$ cat src/rtl/depuncturer_pkg.sv
// depuncturer_pkg
//   Shared definitions for the Rx depuncturer: code-rate encodings, erasure
//   masks, the puncturing phase type, the output pair record and small helper
//   functions describing the 802.11a puncturing patterns.
//   No ports (package).
package depuncturer_pkg;

    // Code rate encodings as presented on the rate input
    localparam logic [1:0] RATE_1_2  = 2'd0;
    localparam logic [1:0] RATE_2_3  = 2'd1;
    localparam logic [1:0] RATE_3_4  = 2'd2;
    localparam logic [1:0] RATE_RSVD = 2'd3;

    // Erasure masks: bit 1 flags A erased, bit 0 flags B erased
    localparam logic [1:0] ERA_NONE = 2'b00;
    localparam logic [1:0] ERA_B    = 2'b01;
    localparam logic [1:0] ERA_A    = 2'b10;

    // Position inside the puncturing period
    typedef enum logic [1:0] {
        PH0 = 2'd0,
        PH1 = 2'd1,
        PH2 = 2'd2
    } phase_t;

    // One mother-code pair as handed to the Viterbi decoder
    typedef struct packed {
        logic       a;
        logic       b;
        logic [1:0] era;
    } pair_t;

    // Number of received bits consumed to build the pair at this phase.
    // The reserved rate code behaves as rate 1/2.
    function automatic logic [1:0] pop_need(input logic [1:0] rate, input phase_t ph);
        logic [1:0] n;
        n = 2'd2;
        if ((rate == RATE_2_3) || (rate == RATE_3_4)) begin
            n = (ph == PH0) ? 2'd2 : 2'd1;
        end
        return n;
    endfunction

    // Phase following ph once a pair has been emitted
    function automatic phase_t next_phase(input logic [1:0] rate, input phase_t ph);
        phase_t nx;
        nx = PH0;
        case (rate)
            RATE_2_3: nx = (ph == PH0) ? PH1 : PH0;
            RATE_3_4: begin
                case (ph)
                    PH0:     nx = PH1;
                    PH1:     nx = PH2;
                    default: nx = PH0;
                endcase
            end
            default:  nx = PH0;
        endcase
        return nx;
    endfunction

    // Build the output pair from the two oldest buffered bits (b0 oldest).
    // PH1 carries A with B punctured, PH2 carries B with A punctured.
    function automatic pair_t build_pair(input phase_t ph, input logic b0, input logic b1);
        pair_t p;
        case (ph)
            PH1:     p = '{a: b0,   b: 1'b0, era: ERA_B};
            PH2:     p = '{a: 1'b0, b: b0,   era: ERA_A};
            default: p = '{a: b0,   b: b1,   era: ERA_NONE};
        endcase
        return p;
    endfunction

endpackage

$ cat src/rtl/depuncturer_bit_fifo2.sv
// bit_fifo2
//   Bit-granular circular buffer: accepts 2 bits per push and releases 0, 1 or
//   2 bits per pop. The two oldest bits are always visible on b0_o/b1_o.
//   Ports:
//     clk, rst       clock, asynchronous active-low reset
//     flush_i        empty the buffer and return both pointers to 0; a push in
//                    the same cycle lands at the start of the emptied buffer
//     push_i         store push_bits_i (caller guarantees at least 2 free slots)
//     push_bits_i    [1] written first (older), [0] second
//     pop_n_i        number of bits to release this cycle (0..2, <= count)
//     b0_o, b1_o     oldest and second-oldest buffered bit
//     count_o        bits currently held
//     free_o         DEPTH - count_o
module bit_fifo2
    import depuncturer_pkg::*;
#(
    parameter int DEPTH = 512,
    parameter int AW    = 9
) (
    input  logic          clk,
    input  logic          rst,
    input  logic          flush_i,
    input  logic          push_i,
    input  logic [1:0]    push_bits_i,
    input  logic [1:0]    pop_n_i,
    output logic          b0_o,
    output logic          b1_o,
    output logic [AW:0]   count_o,
    output logic [AW:0]   free_o
);

    logic [DEPTH-1:0] mem_q;
    logic [AW-1:0]    wr_ptr_q, wr_ptr_d;
    logic [AW-1:0]    rd_ptr_q, rd_ptr_d;
    logic [AW:0]      count_q, count_d;
    logic [AW-1:0]    wr_base, wr_next, rd_base, rd_next;
    logic [AW:0]      count_base;

    always_comb begin
        // A flush rebases the write so that simultaneous input becomes the
        // first bits of the new packet; any pop request is discarded.
        wr_base    = flush_i ? '0 : wr_ptr_q;
        rd_base    = flush_i ? '0 : rd_ptr_q;
        count_base = flush_i ? '0 : (count_q - (AW+1)'(pop_n_i));
        // Pointer arithmetic is modulo DEPTH, so a 2-bit write may straddle
        // the end of the buffer.
        wr_next    = wr_base + AW'(1);
        rd_ptr_d   = flush_i ? '0 : (rd_base + AW'(pop_n_i));
        wr_ptr_d   = push_i ? (wr_base + AW'(2)) : wr_base;
        count_d    = push_i ? (count_base + (AW+1)'(2)) : count_base;
        rd_next    = rd_ptr_q + AW'(1);
    end

    always_ff @(posedge clk or negedge rst) begin
        if (!rst) begin
            wr_ptr_q <= '0;
            rd_ptr_q <= '0;
            count_q  <= '0;
        end else begin
            wr_ptr_q <= wr_ptr_d;
            rd_ptr_q <= rd_ptr_d;
            count_q  <= count_d;
        end
    end

    // Storage carries data only; occupancy is tracked by count_q
    always_ff @(posedge clk) begin
        if (push_i) begin
            mem_q[wr_base] <= push_bits_i[1];
            mem_q[wr_next] <= push_bits_i[0];
        end
    end

    assign b0_o    = mem_q[rd_ptr_q];
    assign b1_o    = mem_q[rd_next];
    assign count_o = count_q;
    assign free_o  = (AW+1)'(DEPTH) - count_q;

endmodule

$ cat src/rtl/depuncturer.sv
// depuncturer
//   Restores the rate-1/2 mother-code pair stream (A,B) from the punctured
//   hard-decision stream leaving the de-interleaver, inserting erasures at
//   punctured positions for rates 2/3 and 3/4. A bit buffer absorbs the
//   mismatch between the bursty 2-bit input and the one-pair-per-cycle output.
//   Ports:
//     clk, rst     clock, asynchronous active-low reset
//     start        packet start pulse: flush buffer, phase to 0, latch rate
//     rate         0=1/2, 1=2/3, 2=3/4, 3=reserved (behaves as 1/2)
//     in_valid     in_bits valid; input cannot be stalled
//     in_bits      [1] earlier in time than [0]
//     out_ready    decoder accepts the current pair
//     out_valid    out_a/out_b/out_era hold a pair
//     out_a/out_b  coded bits (0 when erased)
//     out_era      [1]=A erased, [0]=B erased
//     overflow     sticky: input arrived with fewer than 2 free slots
module depuncturer
    import depuncturer_pkg::*;
#(
    parameter int DEPTH = 512,
    parameter int AW    = 9
) (
    input  logic       clk,
    input  logic       rst,
    input  logic       start,
    input  logic [1:0] rate,
    input  logic       in_valid,
    input  logic [1:0] in_bits,
    input  logic       out_ready,
    output logic       out_valid,
    output logic       out_a,
    output logic       out_b,
    output logic [1:0] out_era,
    output logic       overflow
);

    phase_t      phase_q;
    logic [1:0]  rate_q;
    logic        vld_q;
    pair_t       pair_q;
    logic        ovf_q;

    logic        b0, b1;
    logic [AW:0] count, free;
    logic        room;
    logic        push_ok;
    logic [1:0]  need;
    logic        fire;
    logic [1:0]  pop_n;

    // Free space is judged on the pre-push, pre-pop occupancy; a start
    // empties the buffer, so input on that cycle always fits.
    assign room    = (free >= (AW+1)'(2));
    assign push_ok = in_valid & (start | room);

    // A pair is produced only from bits already buffered before this cycle,
    // and only when the output register is empty or being drained.
    assign need  = pop_need(rate_q, phase_q);
    assign fire  = ~start & (count >= (AW+1)'(need)) & (~vld_q | out_ready);
    assign pop_n = fire ? need : 2'd0;

    bit_fifo2 #(
        .DEPTH (DEPTH),
        .AW    (AW)
    ) u_fifo (
        .clk         (clk),
        .rst         (rst),
        .flush_i     (start),
        .push_i      (push_ok),
        .push_bits_i (in_bits),
        .pop_n_i     (pop_n),
        .b0_o        (b0),
        .b1_o        (b1),
        .count_o     (count),
        .free_o      (free)
    );

    // Phase FSM, output register and overflow flag
    always_ff @(posedge clk or negedge rst) begin
        if (!rst) begin
            phase_q <= PH0;
            rate_q  <= RATE_1_2;
            vld_q   <= 1'b0;
            pair_q  <= '0;
            ovf_q   <= 1'b0;
        end else if (start) begin
            phase_q <= PH0;
            rate_q  <= rate;
            vld_q   <= 1'b0;
            ovf_q   <= 1'b0;
        end else begin
            if (in_valid && !room) begin
                ovf_q <= 1'b1;
            end
            if (fire) begin
                pair_q  <= build_pair(phase_q, b0, b1);
                vld_q   <= 1'b1;
                phase_q <= next_phase(rate_q, phase_q);
            end else if (out_ready) begin
                vld_q <= 1'b0;
            end
        end
    end

    assign out_valid = vld_q;
    assign out_a     = pair_q.a;
    assign out_b     = pair_q.b;
    assign out_era   = pair_q.era;
    assign overflow  = ovf_q;

endmodule

$ cat config.mk
export PLATFORM = sky130hd
export DESIGN_NAME = depuncturer
export DESIGN_NICKNAME = d
export VERILOG_FILES = /design/src/rtl/depuncturer_pkg.sv /design/src/rtl/depuncturer_bit_fifo2.sv /design/src/rtl/depuncturer.sv
export SDC_FILE = /design/constraint.sdc
export NUM_CORES = 2
export LEC_CHECK = 0
export ABC_AREA = 1
export CORE_MARGIN = 2
export CORE_UTILIZATION = 45
export DETAILED_ROUTE_END_ITERATION = 7
export HOLD_SLACK_MARGIN = 0.15
export PLACE_DENSITY_LB_ADDON = 0.12
export REMOVE_ABC_BUFFERS = 1
export SETUP_SLACK_MARGIN = 0.05
export SLEW_MARGIN = 10
export SYNTH_ARGS = -nofsm -noshare
export SYNTH_HDL_FRONTEND = slang
export SYNTH_SLANG_ARGS = --single-unit
$ cat constraint.sdc
create_clock -name clk -period 3.6 [get_ports clk]
set_clock_uncertainty 0.05 [all_clocks]
set_input_delay 0.54 -clock clk [delete_from_list [all_inputs] [get_ports clk]]
set_output_delay 0.54 -clock clk [all_outputs]
set_load 0.01 [all_outputs]
# [Yosys cells after proc, flatten, opt, wreduce, memory -nomap -nowiden]
# Cells that the tools add are included.
[word_totals] register_bits=550 elab_cells=77 out_inout_bits=6
[classes] n_addsub=7 magnitude_cmp=8 reduce_logical=10 n_bitwise=7 eq_ne=4 n_mux=30
[ops] operator="bitwise mux 512 bit" n=2
[ops] operator="< comparator 9 x 10 -> 1 bit, second input constant" n=4
[ops] operator="2-to-1 mux 9 bit" n=4
[ops] operator="2-to-1 mux 10 bit" n=2
[ops] operator="adder 9 x 1 -> 9 bit, second input constant" n=2
[ops] operator="binary-select mux 1 bit (select 9 bit)" n=2
[ops] operator="demux 1 bit (select 9 bit)" n=2
[ops] operator=">= comparator 9 x 1 -> 1 bit, second input constant" n=2
[ops] operator="adder 10 x 2 -> 10 bit, second input constant" n=1
[ops] operator=">= comparator 10 x 2 -> 1 bit" n=1
[ops] operator=">= comparator 10 x 2 -> 1 bit, second input constant" n=1
[ops] operator="2-to-1 mux 1 bit" n=10
[ops] operator="2-to-1 mux 2 bit" n=5
[ops] operator="subtractor 10 bit, first input constant" n=1
[ops] operator="subtractor 10 x 2 -> 10 bit" n=1
[ops] operator="adder 9 x 2 -> 9 bit" n=1
[ops] operator="adder 9 x 2 -> 9 bit, second input constant" n=1
[ops] operator="one-hot mux 2 bit (2 select lines)" n=2
[ops] operator="one-hot mux 4 bit (2 select lines)" n=1
[ops] operator="== test 2 x 1 -> 1 bit, second input constant" n=2
[ops] operator="== test 2 bit, second input constant" n=2
[ops] operator="nonzero test 2 bit" n=2
[ops] operator="bitwise AND 1 bit" n=3
[ops] operator="logical AND 1 bit" n=3
[ops] operator="7 further kinds" n=9

# [Longest topological paths before layout]
[logic_depth] depth_word=11 depth_mapped=25 ltp_nobuf=24

# [Cells and area by module]
# Synthesis repeated with hierarchy kept, for this count alone.
[unflattened] cells_unflattened=6554 area_unflattened_um2=43709.4
[by_module_without_submodules] module="bit_fifo2" seq_area_each_um2=16075.4 instances=1 area_each_um2=43011.3 cells_per_inst=6465
[by_module_without_submodules] module="depuncturer" seq_area_each_um2=250.2 instances=1 area_each_um2=698.2 cells_per_inst=89

# [Worst setup path after synthesis]
# Ideal clock, no wire load.
[synth_timing] path_type="flip-flop to flip-flop" startpoint="register phase_q[0]" endpoint="register u_fifo.count_q[9], in the netlist u_fifo.count_o[9]" path_buffers=1 setup_ns=0.123 t_required_ns=3.427 arrival_ns=3.625 slack_ns=-0.198 path_stages_with_launch=26 cell_sequence="dfrtp_1 inv_1 ha_1 nor2_1 ha_1 inv_1 nand2_1 a2111oi_0 nand4_1 nand3_1 clkbuf_1 nor2_1 inv_1 ha_1 nand2_1 nand2_1 inv_1 nand2_1 xor2_1 nor2_1 inv_1 nor2_1 nand3_1 nor3_1 nand2_1 xnor2_1"
[synth_via] elab_chain_len=11
[synth_rtl] item="from (decl)" line="depuncturer.sv:37" text="phase_t phase_q;"
[synth_rtl] item="from (signal assigned)" line="depuncturer.sv:98" text="phase_q <= next_phase(rate_q, phase_q);"
[synth_rtl] item="zero test 2 bit *" line="depuncturer_pkg.sv:39" text="n = (ph == PH0) ? 2'd2 : 2'd1;"
[synth_rtl] item="2-to-1 mux 2 bit *" line="depuncturer_pkg.sv:39"
[synth_rtl] item="2-to-1 mux 2 bit *" line="depuncturer_pkg.sv:38" text="if ((rate == RATE_2_3) || (rate == RATE_3_4)) begin"
[synth_rtl] item=">= comparator 10 x 2 -> 1 bit" line="depuncturer.sv:59" text="assign fire = ~start & (count >= (AW+1)'(need)) & (~vld_q | out_ready);"
[synth_rtl] item="bitwise AND 1 bit (2 in a row)" line="depuncturer.sv:59"
[synth_rtl] item="2-to-1 mux 2 bit *" line="depuncturer.sv:60" text="assign pop_n = fire ? need : 2'd0;"
[synth_rtl] item="subtractor 10 x 2 -> 10 bit *" line="depuncturer_bit_fifo2.sv:44" text="count_base = flush_i ? '0 : (count_q - (AW+1)'(pop_n_i));"
[synth_rtl] item="2-to-1 mux 10 bit *" line="depuncturer_bit_fifo2.sv:44"
[synth_rtl] item="adder 10 x 2 -> 10 bit" line="depuncturer_bit_fifo2.sv:50" text="count_d = push_i ? (count_base + (AW+1)'(2)) : count_base;"
[synth_rtl] item="2-to-1 mux 10 bit *" line="depuncturer_bit_fifo2.sv:50"
[synth_rtl] item="named net u_fifo.count_d[9]" line="depuncturer_bit_fifo2.sv:35" text="logic [AW:0] count_q, count_d;"
[synth_rtl] item="to (signal assigned)" line="depuncturer_bit_fifo2.sv:62" text="count_q <= count_d;"
[synth_rtl] item="to (decl)" line="depuncturer_bit_fifo2.sv:35"
# The timed path passes the listed nets; every way through them passes the cells marked *.
# A chain may end at the register's enable or synchronous reset.

# [Final worst setup path]
[layout_timing] startpoint="register rate_q[1]" endpoint="register u_fifo.count_q[5], in the netlist u_fifo.count_o[5]"
[layout_via] elab_chain_len=11 word_cells_on_any_way=12
[layout_rtl] item="from (decl)" line="depuncturer.sv:38" text="logic [1:0] rate_q;"
[layout_rtl] item="from (signal assigned)" line="depuncturer.sv:88" text="rate_q <= rate;"
[layout_rtl] item="== test 2 x 1 -> 1 bit or == test 2 bit (tied branches)" line="depuncturer_pkg.sv:38"
[layout_rtl] item="logical OR 1 bit *" line="depuncturer_pkg.sv:38"
[layout_rtl] item="2-to-1 mux 2 bit *" line="depuncturer_pkg.sv:38"
[layout_rtl] item=">= comparator 10 x 2 -> 1 bit" line="depuncturer.sv:59"
[layout_rtl] item="bitwise AND 1 bit (2 in a row)" line="depuncturer.sv:59"
[layout_rtl] item="2-to-1 mux 2 bit *" line="depuncturer.sv:60"
[layout_rtl] item="subtractor 10 x 2 -> 10 bit *" line="depuncturer_bit_fifo2.sv:44"
[layout_rtl] item="2-to-1 mux 10 bit *" line="depuncturer_bit_fifo2.sv:44"
[layout_rtl] item="adder 10 x 2 -> 10 bit" line="depuncturer_bit_fifo2.sv:50"
[layout_rtl] item="2-to-1 mux 10 bit *" line="depuncturer_bit_fifo2.sv:50"
[layout_rtl] item="named net u_fifo.count_d[5]" line="depuncturer_bit_fifo2.sv:35"
# Marked as above.

==> flow_summary.toml <==
[setup_path]
worstPathArrival_ns = 4.04
critPathRequiredTime_ns = 4.12
crit_path_start_kind = "flip-flop"
worstPathMaxFanout = 3
cpPeakStageDelay_ns = 0.55
endpoint_kind = "flip-flop"
worst-path-buf-inv = 4
cpLargestDelayFamily = "adder cells"
critPathKind = "reg2reg"
critPathSlowestCell = "fa_2"
crit_chain = "ha_4, nor2_2, ha_1, inv_1, nand2_2, a2111oi_4, nand4_1, nand3_2, nor3_4, ha_2, inv_2, fa_2, inv_2, nor2_4, ha_2, inv_2, nor4_4, xor2_1"
cp_common_cell = "inv_2"

[floorplanning]
num_io_pins = 15
rows = 114
design.core.area_um2 = 96710
fp.dieW_um = 316.3
initial_core_util_pct = 45.37
die_h_um = 316.3
dieArea_um2 = 100000

[synthesis]
yosysTopAreaCellShare_pct = 35.04
ys.flop_type = "edfxtp_1"
synth-edff-count = 512
synth.most_common_cell = "nand2_1"
ys_seq_elements = 550
avgSynthCellArea_um2 = 6.645
async_flop_share_pct = 6.909
synth_area_leaders = "edfxtp_1, nand2_1, o21ai_0"
yosysWarnings = 0
synth_common_cells = "nand2_1, o21ai_0, nand3_1"
postSynthCellCount = 6604
synth_cell_types = 45
synth_top_cell_by_area = "edfxtp_1"
ys_seq_area_share_pct = 37.20
syn_area_um2 = 43880

[sta]
rsz0062_at_grt = "true"
period_needed_ns = 3.525
hold_viol = 0
finalMaxSlewViolations = 0
tns_ns = 0
tightest_slew_ns = 1.050
worst_slack_ns = 0.07534
fmax_mhz = 283.7
holdWs_ns = 0.3176
post-route-period-util_pct = 97.91
setup-violations-final = 0
relSlewSlack_pct = 30.01

[global_routing]
grt_pass1_vias = 43271
grt.overflow.total = 0
grt_pass1_wl_um = 273100
antenna_found_initial = 2
grt_start_max_net_pins = 146
track_usage_pct = 36.38

[detailed_routing]
wirelength_um = 185800
post_drt_wl_per_cell_um = 23.50
first_pass_iters = 7
viasPerCell = 6.060
met1Wirelength_um = 72160
vias = 47908
top_layer = "met5"
wl_met3_um = 23100
drtIter0Drc = 6864
wl_met2_um = 80490
drc = 0
ant_nets = 0

[pwr]
combPwrFrac_pct = 26.3
switching_share_pct = 34.79
p_seq_share_pct = 37.0
power_mw = 19.16
vdd_drop_max_mv = 0.3102
p_per_area_nw_per_um2 = 377.8
switchingPower_mw = 6.664
leakagePower_nw = 20.29
internal_power_mw = 12.49
pwr-share-clk_pct = 36.6

[finish]
layoutNonFillerInstCount = 7906
stdcell_area_um2 = 50710
drive_gt1_share_pct = 11.16
syn2layout_area_growth_pct = 15.56
final_core_util_pct = 52.43
fin_nets = 6606

[clock_tree]
ctsHtreeMaxLevel = 3
clock_sinks = 550
cts_buffers = 70
cts.path.max_buffers = 3
cts-root-buf = "clkbuf_16"
clkLatencyLatePin_ns = 0.66
tritoncts = "yes"
clk_pin_slew_ns = 0.06

[worst_hold_path]
hp-class = "in2reg"

[placement]
pre_cts_slack_ns = -0.09897
place_congestion = 0.9627
port_buffers = 14
hpwl_um = 114200
placed_area_um2 = 48280
dp_cells = 7775

[run_status]
outcome = "finished, final reports clean"

[job]
cap_violations = 0
==> metal layers <==
metal | global-route usage, % | up-vias
li1 | - | 21907
met1 | 48.84 | 22412
met2 | 55.64 | 3010
met3 | 7.502 | 577
met4 | 18.34 | 2
met5 | 0 | -
==> power groups by stage <==
stage | Clock (mW) | Sequential (mW) | Combinational [mW]
floorplan | 0 | 7.30 | 2.50
global placement | 0 | 7.21 | 4.67
detailed placement | 0 | 7.21 | 4.69
CTS | 7.04 | 7.09 | 4.73
global route | 7.26 | 7.10 | 5.34
finish | 7.02 | 7.09 | 5.05
==> final timing paths <==
check,startpoint,to,slack (ns),cells after the start
max in group asynchronous,rst,u_fifo.rd_ptr_q[1],2.15,2
max,rate_q[1],u_fifo.count_o[5],0.08,18
min,in_bits[1],u_fifo.mem_q[46],0.32,3
max reg2reg,rate_q[1],u_fifo.count_o[5],0.08,18
min reg2reg,out_era[1],out_era[1],0.44,2
min in group asynchronous,rst,u_fifo.count_o[8],0.57,2
==> layout by cell type (no fill, tap or decap), types with 73 or more instances in the layout <==
master and instances:
a21oi_1 470, buf_12 116, buf_4 314, clkbuf_16 73, edfxtp_1 512, inv_1 560, nand2_1 1803, nand3_1 649
nor2_1 602, o211ai_1 90, o21ai_0 753, o21ai_1 128
==> state kept, by name, indices dropped and copies added, names as in the netlist <==
name and cells:
out_valid 1, u_fifo.rd_ptr_q 9, out_a 1, overflow 1
phase_q 2, out_b 1, u_fifo.wr_ptr_q 9, rate_q 2
u_fifo.mem_q 512, out_era 2, u_fifo.count_o 10
==> cell families after synthesis <==
group | share of synthesized area (%)
AOI/OAI and AO/OA | 20.04
xor gates and xnor gates | 0.7014
adders and majority gates | 0.6330
buffers and inverters | 10.50
DFF | 37.20
and+or+nand+nor | 30.91
==> cell type report <==
type,count,area (um^2)
Multi-Input combinational cell,4885,23420
Sequential cell,550,16330
Tap cell,1276,1597
Clock buffer,96,1953
Fill cell,9329,46000
Inverter,624,2382
Antenna cell,1,2.502
Timing Repair Buffer,445,4831
Clock inverter,29,188.9
==> timing repair <==
action                                 4_1_cts  5_1_grt
setup endpoints to repair                   10       11
hold buffers                                 1        0
buffers inserted                             0        5
resized for setup                            7       61
endpoints found under the hold margin       38        0
pin swaps                                    2       30
==> worst min-delay path, cell delays in order <==
cell and delay [ns]:
buf_4 0.24, nand2_1 0.08, nand2_1 0.05
No activity file was read; power rests on OpenSTA's default activity.
